`config.mk`:
```
export PLATFORM = sky130hd
export DESIGN_NAME = seg_scan_display
export DESIGN_NICKNAME = d
export VERILOG_FILES = /design/src/rtl/seg_scan_display.sv
export SDC_FILE = /design/constraint.sdc
export NUM_CORES = 1
export LEC_CHECK = 0
export ABC_AREA = 1
export BUFFER_PORTS_ARGS = -buffer_cell sky130_fd_sc_hd__buf_2
export CORE_UTILIZATION = 50
export CTS_CLUSTER_DIAMETER = 60
export DETAILED_ROUTE_END_ITERATION = 8
export GPL_TIMING_DRIVEN = 0
export PLACE_DENSITY = 0.75
export SETUP_SLACK_MARGIN = 0.2
export SKIP_CTS_REPAIR_TIMING = 1
export SLEW_MARGIN = 25
export SYNTH_ARGS = -nofsm -noshare
export SYNTH_HDL_FRONTEND = slang
export SYNTH_SLANG_ARGS = --single-unit
```
`constraint.sdc`:
```
create_clock -name clk -period 3.35 [get_ports clk]
set_input_delay 0.335 -clock clk [delete_from_list [all_inputs] [get_ports clk]]
set_output_delay 0.335 -clock clk [all_outputs]
set_load 0.005 [all_outputs]
```
`src/rtl/seg_scan_display.sv`:
```
// Multiplexed N-digit seven-segment scanner with page select, per-digit
// blanking, decimal points, leading-zero suppression and a per-frame shadow
// copy of the inputs so that a frame is never torn by mid-frame updates.

// Per-digit decoder: hex nibble to active-low {dp,g,f,e,d,c,b,a}.
module seg_scan_lane (
   input  logic       dark,
   input  logic       dp,
   input  logic [3:0] nib,
   output logic [7:0] seg
);

   logic [6:0] glyph;

   // Hex glyph table, active-low gfedcba.
   always_comb begin
      glyph = 7'h7F;
      case (nib)
         4'h0: glyph = 7'h40;
         4'h1: glyph = 7'h79;
         4'h2: glyph = 7'h24;
         4'h3: glyph = 7'h30;
         4'h4: glyph = 7'h19;
         4'h5: glyph = 7'h12;
         4'h6: glyph = 7'h02;
         4'h7: glyph = 7'h78;
         4'h8: glyph = 7'h00;
         4'h9: glyph = 7'h10;
         4'hA: glyph = 7'h08;
         4'hB: glyph = 7'h03;
         4'hC: glyph = 7'h46;
         4'hD: glyph = 7'h21;
         4'hE: glyph = 7'h06;
         4'hF: glyph = 7'h0E;
         default: glyph = 7'h7F;
      endcase
   end

   // A dark digit keeps its anode slot but lights nothing, dp included.
   always_comb begin
      seg = dark ? 8'hFF : {~dp, glyph};
   end

endmodule

module seg_scan_display #(
   parameter int NDIGITS    = 4,
   parameter int SCAN_DIV   = 50000,
   parameter int ACTIVE_LOW = 1
) (
   input  logic                   clk,
   input  logic                   rst_n,
   input  logic                   en,
   input  logic                   ch,
   input  logic [4*NDIGITS-1:0]   data0,
   input  logic [4*NDIGITS-1:0]   data1,
   input  logic [NDIGITS-1:0]     dp0,
   input  logic [NDIGITS-1:0]     dp1,
   input  logic [NDIGITS-1:0]     blank,
   input  logic                   lzs,
   output logic [NDIGITS-1:0]     AN,
   output logic [7:0]             SEGMENT,
   output logic [2:0]             digit_idx,
   output logic                   frame_done
);

   localparam int                 CW      = (SCAN_DIV > 1) ? $clog2(SCAN_DIV) : 1;
   localparam bit                 AL      = (ACTIVE_LOW != 0);
   localparam logic [NDIGITS-1:0] AN_OFF  = AL ? {NDIGITS{1'b1}} : {NDIGITS{1'b0}};
   localparam logic [7:0]         SEG_OFF = AL ? 8'hFF : 8'h00;

   typedef struct packed {
      logic [NDIGITS-1:0][3:0] data;
      logic [NDIGITS-1:0]      dp;
      logic [NDIGITS-1:0]      blank;
      logic                    lzs;
   } frame_t;

   logic [CW-1:0]            cnt;
   logic [2:0]               idx;
   frame_t                   sh;
   frame_t                   sh_next;
   logic                     tick;
   logic                     wrap;
   logic [NDIGITS-1:0]       supp;
   logic                     all_zero;
   logic [NDIGITS-1:0][7:0]  lane_seg;
   logic [7:0]               seg_sel;
   logic [NDIGITS-1:0]       an_sel;

   // Page-selected snapshot candidate and slot/frame boundary strobes.
   always_comb begin
      sh_next.data  = ch ? data1 : data0;
      sh_next.dp    = ch ? dp1 : dp0;
      sh_next.blank = blank;
      sh_next.lzs   = lzs;
      tick          = (cnt == CW'(SCAN_DIV - 1));
      wrap          = tick && (idx == 3'(NDIGITS - 1));
   end

   // Prescaler, digit index and shadow; disable holds the scan at digit 0
   // and keeps the shadow tracking the inputs so a restart shows fresh data.
   always_ff @(posedge clk or negedge rst_n) begin
      if (!rst_n) begin
         cnt        <= '0;
         idx        <= '0;
         sh         <= '0;
         frame_done <= 1'b0;
      end else if (!en) begin
         cnt        <= '0;
         idx        <= '0;
         sh         <= sh_next;
         frame_done <= 1'b0;
      end else begin
         frame_done <= wrap;
         if (tick) begin
            cnt <= '0;
            idx <= wrap ? 3'd0 : idx + 3'd1;
         end else begin
            cnt <= cnt + 1'b1;
         end
         if (wrap) sh <= sh_next;
      end
   end

   // Leading-zero suppression: digit i>0 goes dark when it and every
   // digit above it are zero; digit 0 always shows.
   always_comb begin
      supp     = '0;
      all_zero = 1'b1;
      for (int i = NDIGITS - 1; i >= 0; i--) begin
         all_zero = all_zero && (sh.data[i] == 4'h0);
         if (i > 0) supp[i] = sh.lzs && all_zero;
      end
   end

   for (genvar g = 0; g < NDIGITS; g++) begin : g_lane
      seg_scan_lane u_lane (
         .dark (sh.blank[g] | supp[g]),
         .dp   (sh.dp[g]),
         .nib  (sh.data[g]),
         .seg  (lane_seg[g])
      );
   end

   // Pick the lane for the current slot; active-low one-hot anode.
   always_comb begin
      seg_sel = 8'hFF;
      an_sel  = '1;
      for (int i = 0; i < NDIGITS; i++) begin
         if (idx == 3'(i)) begin
            seg_sel   = lane_seg[i];
            an_sel[i] = 1'b0;
         end
      end
   end

   // Registered pin drivers, polarity applied at the last stage.
   always_ff @(posedge clk or negedge rst_n) begin
      if (!rst_n) begin
         AN        <= AN_OFF;
         SEGMENT   <= SEG_OFF;
         digit_idx <= 3'd0;
      end else if (!en) begin
         AN        <= AN_OFF;
         SEGMENT   <= SEG_OFF;
         digit_idx <= 3'd0;
      end else begin
         AN        <= AL ? an_sel : ~an_sel;
         SEGMENT   <= AL ? seg_sel : ~seg_sel;
         digit_idx <= idx;
      end
   end

endmodule
```
; ---- After elaboration in Yosys (flattened, before gate mapping)
; Memory sizes are Yosys's and may differ from the RTL's.
; Index checks and enable logic that the tools add are counted.
[totals]
ff_bits = 60
rom_bits = 448
input_bits = 49
wordCells = 67
n_memories = 4
[classes]
add_sub_neg = 2
n_eq_ne = 6
mux = 25
n_bitwise = 7
reduce_logical = 10
[memory_table]
columns = memory, depth, width, read_ports, rd_clocked_by_memory_dff, write_ports, line
row1 = (name not given), 16, 7, 1, 0, 0, 18  ; case (nib)
row2 = (name not given), 16, 7, 1, 0, 0, 18
row3 = (name not given), 16, 7, 1, 0, 0, 18
row4 = (name not given), 16, 7, 1, 0, 0, 18
[op_table]
columns = op, n
row1 = $mux W8, 9
row2 = $mux W25, 2
row3 = $mux W16, 3
row4 = $add A16 B1 Y16 const B, 1
row5 = $eq A16 B16 Y1 const B, 1
row6 = $logic_not A4 Y1, 3
row7 = $mux W3, 4
row8 = $mux W4, 2
row9 = $eq A3 B2 Y1 const B, 2
row10 = $logic_and A1 B1 Y1, 6
row11 = $mux W1, 5
row12 = $ne A2 B1 Y1 const B, 2
row13 = $not A1 Y1, 4
row14 = $add A3 B1 Y3 const B, 1
row15 = $eq A3 B1 Y1 const B, 1
row16 = $logic_not A3 Y1, 1
row17 = $or A1 B1 Y1, 3

; ---- Depth between registers and ports, before layout
[depth]
word_depth = 10
mapped_depth = 13
depth_no_buf = 13

; ---- Hierarchy
; A second synthesis with hierarchy kept.
[unflattened]
cells_unflattened = 599
area_unflattened_um2 = 4544.4
[modules_own_cells]
columns = mod, instances, cells_each, area_each_um2, seq_area_each_um2
row1 = seg_scan_display, 1, 383, 3343.2, 1516.5
row2 = seg_scan_lane, 4, 54, 300.3, 0.0

; ---- Least setup slack after synthesis
; Ideal clock, no wire load.
[synth_path]
kind = register to register
startpoint = register cnt[0]
endpoint = register sh[16] in the netlist's numbering
arrival_ns = 1.466
t_required_ns = 3.228
slack_ns = 1.763
path_stages_with_launch = 13
path_buffers = 2
period_less_slack_ns = 1.587
path_cell_list = dfrtp_1 > ha_1 > nand2_2 > nor2_4 > inv_2 > nor2_2 > nand2_2 > nand2_4 > nand2_4 > buf_6 > buf_6 > nand2_1 > o21ai_2
[synth_between]
elab_chain_cells = 3
[synth_lines]
columns = element, line
row1 = start: declaration, 79  ; logic [CW-1:0] cnt;
row2 = start signal: assignment, 120  ; cnt <= cnt + 1'b1;
row3 = $eq A16 B16 Y1, 97  ; tick = (cnt == CW'(SCAN_DIV - 1));
row4 = $logic_and A1 B1 Y1, 98  ; wrap = tick && (idx == 3'(NDIGITS - 1));
row5 = $ne A2 B1 Y1 (no line), n/a
row6 = end signal: assignment, 112  ; sh <= sh_next;
row7 = end signal: assignment, 122  ; if (wrap) sh <= sh_next;
row8 = end: declaration, 81  ; frame_t sh;
; No other way between the ends.
; A chain may end at the register's enable or synchronous reset.

; ---- Worst setup path in the final report
[layout_path]
startpoint = register idx[0]
endpoint = register sh[23] in the netlist's numbering
[layout_between]
elab_chain_cells = 3
[layout_lines]
columns = element, line
row1 = start: declaration, 80  ; logic [2:0] idx;
row2 = start signal: assignment, 118  ; idx <= wrap ? 3'd0 : idx + 3'd1;
row3 = $eq A3 B2 Y1, 98
row4 = $logic_and A1 B1 Y1, 98
row5 = $ne A2 B1 Y1 (no line), n/a
; No other way between the ends.

==> run_results.csv <==
group,metric,value,unit
run_status,outcome,"finished, final reports clean",
timing,tightest_slew,0.758,ns
worst_setup_path,cp-start-kind,"flop",
synth,syn_area,3950,um2
timing,hold_viol,0,
cells_and_area,diodes,0,
timing,finalMaxSlewViolations,0,
cells_and_area,syn2layout_area_growth,16.3,%
drt,firstDrtPassIters,5,
global_route,overflow,0,
floorplan,dieArea,8260,um2
place,numPortBuffers,63,
drt,drt-total-wl,8.83,mm
flow_run,max-cap-violations,0,
place,placed_area,4400,um2
worst_setup_path,critPathRequiredTime,3.57,ns
cells_and_area,final_common_cell,"nand2_1",
floorplan,die_h,90.9,um
synth,syn_avg_cell_area,7.63,um2
global_route,use_met3,0.0328,
global_route,busiest_layer,"met2",
timing,finalClockSkew,0.0145,ns
timing,max_freq,514,MHz
place,hpwl,6.70,mm
global_route,grt_util_met1,0.292,
worst_setup_path,crit_path_end_kind,"flop",
drt,ant_nets,0,
timing,final.period_utilization,0.580,
floorplan,start_util,0.514,
timing,max_slew_margin,0.495,
synth,yosys_most_used_dff,"dfrtp_1",
synth,async_reset_ff_frac,1.00,
synth,syn_inst,518,
drt,dr.first_iter.drc_count,217,
pwr,vdd_ir_drop_max,0.000220,V
clock_tree,insertion_delay,0.35,ns
drt,wl_per_cell,12.6,um
hold_path,hold_path_class,"primary input to async pin",
place,gp_congestion,0.885,
clock_tree,htreeDepth,3,
worst_setup_path,critPathArrivalTime,2.16,ns
drt,drcViolationCount,0,
floorplan,rows,32,
clock_tree,cts.sinks,60,
floorplan,die_x,90.9,um
timing,fin_crit,1.94,ns
worst_setup_path,path_max_fanout,10,
global_route,grt_pass1_vias,3437,
clock_tree,cts_tree,"built",
clock_tree,ctsLongestPathBuffers,2,
cells_and_area,mostFrequentLayoutCells,"nand2_1 (131), buf_2 (68), inv_1 (63)",
synth,yosysSeqAreaShare,0.384,
worst_setup_path,crit_type,"flop to flop",
timing,setup_viol,0,
synth,syn_nets,594,
clock_tree,numCtsBuffers,9,
timing,setup_tns,0,ns
pwr,leakage,2.32,nW
global_route,grt_pass1_wl,15.1,mm
cells_and_area,finish.instance_area,4600,um2
clock_tree,clockRootBuffer,"clkbuf_8",
synth,ys_warn_count,0,
synth,ys_types,31,
timing,rsz0062_at_grt,"false",
floorplan,design.portCount,65,
global_route,track_usage,0.230,
global_route,antenna_found_initial,0,
cells_and_area,final_nets,668,
global_route,met2_usage,0.390,
synth,synth_edf_count,0,
floorplan,coreArea,7690,um2
cells_and_area,drive_above_1_share,0.208,
drt,viasPerCell,5.16,
synth,synth-seq-cells,60,
global_route,grt_max_degree,61,
drt,num_vias,3610,
clock_tree,path_clk_slew,0.08,ns
pwr,powerDensity,424,nW/um2
metrics by stage:
step | hold slack, ns | setup WS, ns | instances | util | power [mW]
2_1_floorplan | 0.0394 | 1.76 | 518 | - | 1.15
3_3_place_gp | 0.450 | 1.49 | 683 | 0.572 | 1.28
3_5_place_dp | 0.459 | 1.42 | 683 | 0.572 | 1.30
4_1_cts | 0.0824 | 1.39 | 699 | 0.598 | 1.95
5_1_grt | 0.110 | 1.21 | 699 | 0.598 | 2.06
6_report | 0.0638 | 1.41 | 699 | 0.598 | 1.95
Yosys cell counts, types with 4 or more instances:
cell type    n  share of area
inv_1       63          0.060
nand4_1      6         0.0095
a31oi_1      6         0.0095
clkbuf_1     7         0.0066
a21oi_1     17          0.022
nand2_1    131           0.12
dfstp_2     12          0.080
o21ai_2     10          0.022
nor2_1      34          0.032
o21ai_0     48          0.061
dfrtp_1     48           0.30
buf_2        6         0.0076
mux2i_1     20          0.051
nor3_1       4         0.0051
nand3_1     51          0.065
ha_1        27          0.085
cell type report:
class,instances,area [um2]
Fill cell,710,3090
Multi-Input combinational cell,377,2100
Sequential cell,60,1520
Timing Repair Buffer,63,318
Inverter,65,244
Tap cell,102,128
Clock buffer,9,124
Buffer,16,90.1
Clock inverter,7,75.1
cells by family after synthesis:
logic type,after synthesis,synth area share
AND/OR/NAND/NOR,237,0.258
AO/OA/AOI/OAI,92,0.135
buffers and inverters,81,0.0845
flip-flops,60,0.384
adder cells (fa/ha/maj),27,0.0855
multiplexers,20,0.0506
XOR/XNOR,1,0.00222
sequential cells by signal (all words and copies together) (netlist names):
register    cells
SEGMENT         8
frame_done      1
idx             3
cnt            16
digit_idx       3
AN              4
sh             25
worst paths after layout:
kind / startpoint / to / slack, ns / cells past startpoint
worst max register to register: idx[0] / sh[23] / 1.41 / 8
worst min register to register: cnt[0] / cnt[0] / 0.47 / 1
worst min-delay path: rst_n / cnt[13] / 0.06 / 1
max in group asynchronous: rst_n / sh[16] / 2.79 / 1
min in group clk: blank[3] / sh[4] / 0.22 / 3
worst max-delay path: idx[0] / sh[23] / 1.41 / 8
power breakdown:
part | total [mW] | switching [mW] | leakage, nW | internal, mW
clock network | 0.658 | 0.311 | 0.104 | 0.347
logic | 0.458 | 0.289 | 1.47 | 0.169
registers | 0.832 | 0.0450 | 0.750 | 0.787
layer usage:
| metal | up-vias | wire length (um) |
|---|---|---|
| met5 | - | 0 |
| met4 | 0 | 183 |
| met3 | 19 | 426 |
| met2 | 129 | 4160 |
| met1 | 1620 | 4060 |
| li1 | 1842 | - |
worst max-delay path: stages (launching register included):
cell and delay [ns]:
dfrtp_1 0.42, ha_1 0.22, inv_1 0.08, nor2_2 0.08, nor2_2 0.21, inv_1 0.20
nand2_4 0.12, clkbuf_1 0.33, o21ai_0 0.15
No activity file was read; power rests on OpenSTA's default activity.
